### config.mk
export PLATFORM = sky130hd
export DESIGN_NAME = vga_fb_arbiter
export DESIGN_NICKNAME = d
export VERILOG_FILES = /design/src/rtl/vga_pkg.sv /design/src/rtl/vga_fb_arbiter.sv
export SDC_FILE = /design/constraint.sdc
export NUM_CORES = 1
export LEC_CHECK = 0
export BUFFER_PORTS_ARGS = -buffer_cell sky130_fd_sc_hd__clkbuf_2
export CORE_UTILIZATION = 28
export DETAILED_ROUTE_END_ITERATION = 12
export MAX_ROUTING_LAYER = met4
export SETUP_SLACK_MARGIN = 0.05
export SLEW_MARGIN = 20
export SYNTH_ARGS = -nofsm -noshare
export SYNTH_HDL_FRONTEND = slang
export SYNTH_SLANG_ARGS = --single-unit
### constraint.sdc
create_clock -name pclk -period 1.9 [get_ports pclk]
set_input_delay 0.095 -clock pclk [delete_from_list [all_inputs] [get_ports pclk]]
set_output_delay 0.095 -clock pclk [all_outputs]
set_load 0.005 [all_outputs]
### src/rtl/vga_pkg.sv
// Shared constants and state encoding for the VGA frame-buffer path.
package vga_pkg;

   localparam int H_ACTIVE = 640;
   localparam int V_ACTIVE = 480;
   localparam int FB_WORDS = H_ACTIVE * V_ACTIVE;

   // The arbiter is idle, issuing scanline reads, or capturing the final read.
   typedef enum logic [1:0] {
      IDLE  = 2'd0,
      FETCH = 2'd1,
      DRAIN = 2'd2
   } state_t;

endpackage

### src/rtl/vga_fb_arbiter.sv
// Frame-buffer access scheduler: shares the single-port frame-buffer SRAM
// between CPU pixel writes and scanline prefetch into a ping-pong line buffer.
// The display always reads the bank opposite to the one being filled.
module vga_fb_arbiter #(
   parameter int H_ACTIVE = 640,
   parameter int V_ACTIVE = 480,
   parameter int ADDR_W   = 19,
   parameter int DATA_W   = 24
) (
   input  logic              pclk,
   input  logic              reset,
   input  logic              line_start,
   input  logic [9:0]        next_v,
   input  logic              cpu_req,
   input  logic [ADDR_W-1:0] cpu_addr,
   input  logic [DATA_W-1:0] cpu_wdata,
   output logic              cpu_ready,
   output logic              mem_en,
   output logic              mem_we,
   output logic [ADDR_W-1:0] mem_addr,
   output logic [DATA_W-1:0] mem_wdata,
   input  logic [DATA_W-1:0] mem_rdata,
   output logic              lb_we,
   output logic [9:0]        lb_waddr,
   output logic [DATA_W-1:0] lb_wdata,
   output logic              lb_bank,
   output logic              line_done,
   output logic              err_underrun
);

   import vga_pkg::*;

   // Addresses at or above this limit lie outside the visible frame buffer.
   localparam logic [ADDR_W:0] FB_LIMIT = (ADDR_W+1)'(H_ACTIVE * V_ACTIVE);
   localparam logic [9:0]      X_LAST   = 10'(H_ACTIVE - 1);
   localparam logic [9:0]      V_LIMIT  = 10'(V_ACTIVE);

   state_t            state;
   state_t            state_next;
   logic [ADDR_W-1:0] base;
   logic [ADDR_W-1:0] base_calc;
   logic [9:0]        x;
   logic [2:0]        slot;
   logic              rd_pending;
   logic [9:0]        rd_x;
   logic              start_ok;
   logic              fetch_rd;
   logic              cpu_wr;

   // Row base address is next_v*640, built from two shifts instead of a multiplier.
   always_comb begin
      base_calc = ADDR_W'({next_v, 9'd0}) + ADDR_W'({next_v, 7'd0});
      start_ok  = line_start && (next_v < V_LIMIT);
   end

   // Arbitration and next state: the CPU owns the SRAM outside FETCH, and
   // inside FETCH only on slot 7 when it is actually asking; a valid
   // line_start always (re)starts a fetch, even on top of a running one.
   always_comb begin
      cpu_ready  = 1'b0;
      fetch_rd   = 1'b0;
      state_next = state;
      if (!reset) begin
         case (state)
            IDLE:  cpu_ready = 1'b1;
            FETCH: begin
               if (slot == 3'd7 && cpu_req) begin
                  cpu_ready = 1'b1;
               end else begin
                  fetch_rd = 1'b1;
               end
            end
            DRAIN: cpu_ready = 1'b1;
            default: cpu_ready = 1'b0;
         endcase
      end
      case (state)
         IDLE:    state_next = IDLE;
         FETCH:   state_next = (fetch_rd && x == X_LAST) ? DRAIN : FETCH;
         DRAIN:   state_next = IDLE;
         default: state_next = IDLE;
      endcase
      if (start_ok) begin
         state_next = FETCH;
      end
   end

   // SRAM and line-buffer outputs; out-of-range CPU writes are acknowledged
   // but never reach the SRAM.
   always_comb begin
      cpu_wr    = cpu_req && cpu_ready && ({1'b0, cpu_addr} < FB_LIMIT);
      mem_en    = fetch_rd || cpu_wr;
      mem_we    = cpu_wr;
      mem_addr  = fetch_rd ? (base + ADDR_W'(x)) : cpu_addr;
      mem_wdata = cpu_wdata;
      lb_we     = rd_pending && !reset;
      lb_waddr  = rd_x;
      lb_wdata  = mem_rdata;
      line_done = (state == DRAIN) && !reset;
   end

   // State register.
   always_ff @(posedge pclk or posedge reset) begin
      if (reset) begin
         state <= IDLE;
      end else begin
         state <= state_next;
      end
   end

   // Address generator, slot counter, bank/error flags and the read-back
   // register that delays each read's pixel index by the SRAM latency.
   // A restart drops whatever read was issued in the restart cycle.
   always_ff @(posedge pclk or posedge reset) begin
      if (reset) begin
         base         <= '0;
         x            <= '0;
         slot         <= '0;
         rd_pending   <= 1'b0;
         rd_x         <= '0;
         lb_bank      <= 1'b0;
         err_underrun <= 1'b0;
      end else if (start_ok) begin
         base       <= base_calc;
         x          <= '0;
         slot       <= '0;
         rd_pending <= 1'b0;
         lb_bank    <= ~lb_bank;
         if (state != IDLE) begin
            err_underrun <= 1'b1;
         end
      end else begin
         rd_pending <= fetch_rd;
         if (fetch_rd) begin
            rd_x <= x;
            if (x != X_LAST) begin
               x <= x + 10'd1;
            end
         end
         if (state == FETCH) begin
            slot <= slot + 3'd1;
         end
      end
   end

endmodule

== Yosys cells after proc, flatten, opt, wreduce, memory -nomap -nowiden ==
Cells that the tools add are included.
Word-level totals
  register bits after elaboration: 47
  input port bits: 81
  output and inout bits: 84
  logic and storage cells: 55
Operators by class
  $add $sub $neg: 4
  $lt $le $gt $ge: 2
  equality and inequality tests: 5
  multiplexer cells: 16
  bitwise operators: 2
  reductions and logical operators: 18
Operators by type and width (number)
  10-bit two-way mux: 3
  19-bit by 10-bit adder with 19-bit output: 1
  19-bit by 17-bit adder with 19-bit output: 1
  19-bit less-than comparator (second input constant): 1
  19-bit two-way mux: 1
  10-bit by 1-bit adder with 10-bit output (second input constant): 1
  10-bit == test (second input constant): 1
  10-bit by 9-bit less-than comparator with 1-bit output (second input constant): 1
  10-bit != test (second input constant): 1
  2-bit nonzero test: 4
  1-bit logical AND: 7
  1-bit two-way mux: 6
  2-bit two-way mux: 3
  3-bit two-way mux: 2
  2-bit AND reduction: 3
  3-bit by 1-bit adder with 3-bit output (second input constant): 1
  3-bit == test (second input constant): 1
  2-bit by 1-bit == test with 1-bit output (second input constant): 1
  2-bit == test (second input constant): 1
  2-bit zero test: 1
  1-bit inverter: 2
  1-bit one-hot mux with 2 select lines: 1
  2-bit OR reduction: 1
  1-bit zero test: 1
  1-bit logical OR: 1

== Logic depth before layout (Yosys ltp) ==
  word-level depth: 9
  mapped depth: 8
  depth with buffers taken out: 8

== Worst setup path before layout ==
OpenSTA, ideal clock, no wires.
  kind: input to register
  start: input reset
  end: register rd_x[0], in the netlist lb_waddr[0]
  setup time: 125 ps
  arrival time: 1891 ps
  required time: 1775 ps
  slack: -116 ps
  stages: 5
  buffers on the path: 1
  cells stage by stage: inv_1 -> nand3_2 -> nor2_1 -> buf_2 -> mux2_2
Between the ends
  cells in the longest elaborated chain, start to end: 2
RTL lines
  start: declaration: line vga_fb_arbiter.sv:11  | input logic reset,
  1-bit two-way mux: line vga_fb_arbiter.sv:63  | if (!reset) begin
  2-bit AND reduction (no source line)
  end signal: assignment: line vga_fb_arbiter.sv:120  | rd_x <= '0;
  end signal: assignment: line vga_fb_arbiter.sv:135  | rd_x <= x;
  end: declaration: line vga_fb_arbiter.sv:45  | logic [9:0] rd_x;
Every way passes these cells.
A chain may end at the register's enable or synchronous reset.

== Worst setup path in the final report ==
  start: register x[8]
  end: output mem_addr[18]
Between the ends
  cells in the longest elaborated chain, start to end: 2
RTL lines
  start: declaration: line vga_fb_arbiter.sv:42  | logic [9:0] x;
  start signal: assignment: line vga_fb_arbiter.sv:137  | x <= x + 10'd1;
  19-bit by 10-bit adder with 19-bit output: line vga_fb_arbiter.sv:94  | mem_addr = fetch_rd ? (base + ADDR_W'(x)) : cpu_addr;
  19-bit two-way mux: line vga_fb_arbiter.sv:94
  end: declaration: line vga_fb_arbiter.sv:20  | output logic [ADDR_W-1:0] mem_addr,
Every way passes these cells.

==> reports/metrics.yaml <==
status: "complete, but fails checks"
violations: "setup timing"
finalPower_mw: 2.57
rows: 36
grt_pass1_wl_um: 11000
vias: 2325
clockRootBuffer: "clkbuf_8"
dp.final_hpwl_um: 5110
fin_skew_ns: 0.00901
die_h_um: 104
setup_viol: 10
cts_tree: "done"
synth_area_mm2: 0.00292
synth_seq_cells: 40
synth-edff-count: 0
crit_family: "compound AO/OA/AOI/OAI gates"
design_area_mm2: 0.00342
cts.reportedPaths.clkPinSlew_ns: 0.08
wirelength_um: 6570
dpl-instance-area_mm2: 0.00312
numPortBuffers: 68
yosys-top-cells-area: "dfrtp_1, buf_4, nand2_1"
antenna_found_initial: 0
r2r-end: "lb_waddr[7]"
synth_top_area_share: 0.343
drc_errors: 0
num-fill-cells: 1051
drv_cap: 0
finalHoldViolCount: 0
place_ws_ns: 0.0196
htree_num_levels: 2
drt-pass1-iter-count: 4
grt_max_degree: 33
rsz0062_at_grt: "yes"
slew_headroom: 0.732
slowest_delay_ns: 0.42
drtAntennaViolNets: 0
required_ns: 1.80
holdWs_ns: 0.0543
powerDensity_mw_per_mm2: 753
arrival_ns: 1.95
ir_drop_v: 0.000287
whs_path_depth: 3
grt_use_total: 0.128
clkLatencyLatePin_ns: 0.29
grt_overflow: 0
holdCritStartpoint: "next_v[0]"
critPathKind: "flip-flop to primary output"
cts_sinks: 40
gp_congestion: 0.797
final_util: 0.343
crit_path_start_kind: "flip-flop"
drtIter0Drc: 135
netlist_instances: 334
io_pins: 165
start_util: 0.293
synth_common_cells: "nand2_1, buf_4, dfrtp_1"
drive_gt1_frac: 0.348
synth_fp_nets: 431
cp-end-kind: "primary output"
crit_buf_inv: 1
slowest_stage: "dfrtp_1"
ys_types: 47
place_inst: 490
hp-class: "primary input to flip-flop"
fin_nets: 470
setup_ws_ns: -0.142
grt_pass1_vias: 2253
drv_slew: 0
ys_seq_area_frac: 0.343
cp_max_fo: 3
synth_top_cell_by_area: "dfrtp_1"
async_reset_ff_frac: 1.00
viasPerCell: 4.59
ys.flop_type: "dfrtp_1"
die_width_um: 104
cts_max_path_buffers: 2
r2r_cells: 7
yosys_warnings: 0
max_freq_mhz: 490
final_cells: 507
tightest_slew_ns: 0.403
p_leak_nw: 1.65
period_share: 1.07
synth_most_common_cell: "nand2_1"
fin_crit_ns: 2.04
dieArea_mm2: 0.0108
tns_ns: -0.883
cts_buffers: 5
core_mm2: 0.00995
antennaDiodeCount: 0
area_delta_synth_final_pct: 17.0
min_to: "base[7]"
regToRegSetupSlack_ns: 0.15
wl_per_cell_um: 13.0
crit_chain: "ha_1 > a21o_1 > a21oi_2 > and4bb_2 > xnor2_1 > o21ai_1 > buf_2"
r2r-start: "slot[0]"
avgSynthCellArea_um2: 8.74
layer usage:
metal / wire length (um) / global-route usage
met2: 2920 / 0.183
met3: 322 / 0.0244
met5: 0 / -
met4: 191 / 0.0684
met1: 3130 / 0.170
report_power, final:
part	internal (mW)	total, mW	switching (mW)
Combinational	0.386	0.747	0.361
Sequential	1.00	1.15	0.146
Clock	0.390	0.678	0.289
Total	1.78	2.57	0.796
worst max path at each step:
stage	slack, ns	endpoint	start	cells past startpoint
2_1_floorplan	0.14	mem_addr[18]	x[8]	6
3_3_place_gp	0.06	mem_addr[15]	base[7]	8
5_1_grt	-0.23	mem_addr[15]	base[7]	8
6_report	-0.14	mem_addr[18]	x[8]	7
4_1_cts	-0.15	mem_addr[18]	x[8]	7
3_5_place_dp	0.02	mem_addr[17]	x[7]	9
area by class of cell:
type	instances	area (um2)	area share
Multi-Input combinational cell	227	1550	0.453
Sequential cell	40	1000	0.293
Timing Repair Buffer	91	559	0.164
Tap cell	133	166	0.0487
Clock buffer	6	72.6	0.0212
Clock inverter	2	35.0	0.0103
Inverter	8	33.8	0.00989
registers in the layout (all words and copies together), names as in the netlist:
name,cells
x,10
lb_waddr,10
slot,3
lb_bank,1
base,12
state,2
err_underrun,1
rd_pending,1
placed cells by master (no fill, tap or decap), types with 7 or more instances in the layout:
cell	instances
dfrtp_1	40
mux2_2	10
buf_2	8
clkbuf_2	60
nand3_1	7
nand2_1	61
buf_4	16
nor2_1	17
o21ai_0	9
o21ai_1	12
xor2_1	10
a21oi_1	10
xnor2_1	14
ha_1	11
repair_timing:
action	CTS	global route
buffers inserted	5	7
hold buffers	1	0
resized for setup	27	22
hold endpoints to repair	8	0
pin swaps	2	13
setup endpoints to repair	19	36
logic make-up (layout without fill, tap and decap cells):
kind of cell,after synthesis,after routing,share of synthesized area
adder cells (fa/ha/maj),16,16,0.0737
buffers and inverters,67,107,0.152
AND/OR/NAND/NOR,125,125,0.213
AO/OA/AOI/OAI,52,52,0.108
XOR/XNOR,24,24,0.0720
multiplexers,10,10,0.0386
flip-flops,40,40,0.343
worst register-to-register path, stage by stage (launching register included):
cell and delay (ns):
dfrtp_1 0.38, ha_2 0.20, ha_4 0.17, nand2_4 0.08, nand3_4 0.11, nor2_1 0.17
buf_4 0.20, mux2_2 0.34
(Power assumes the default switching activity.)
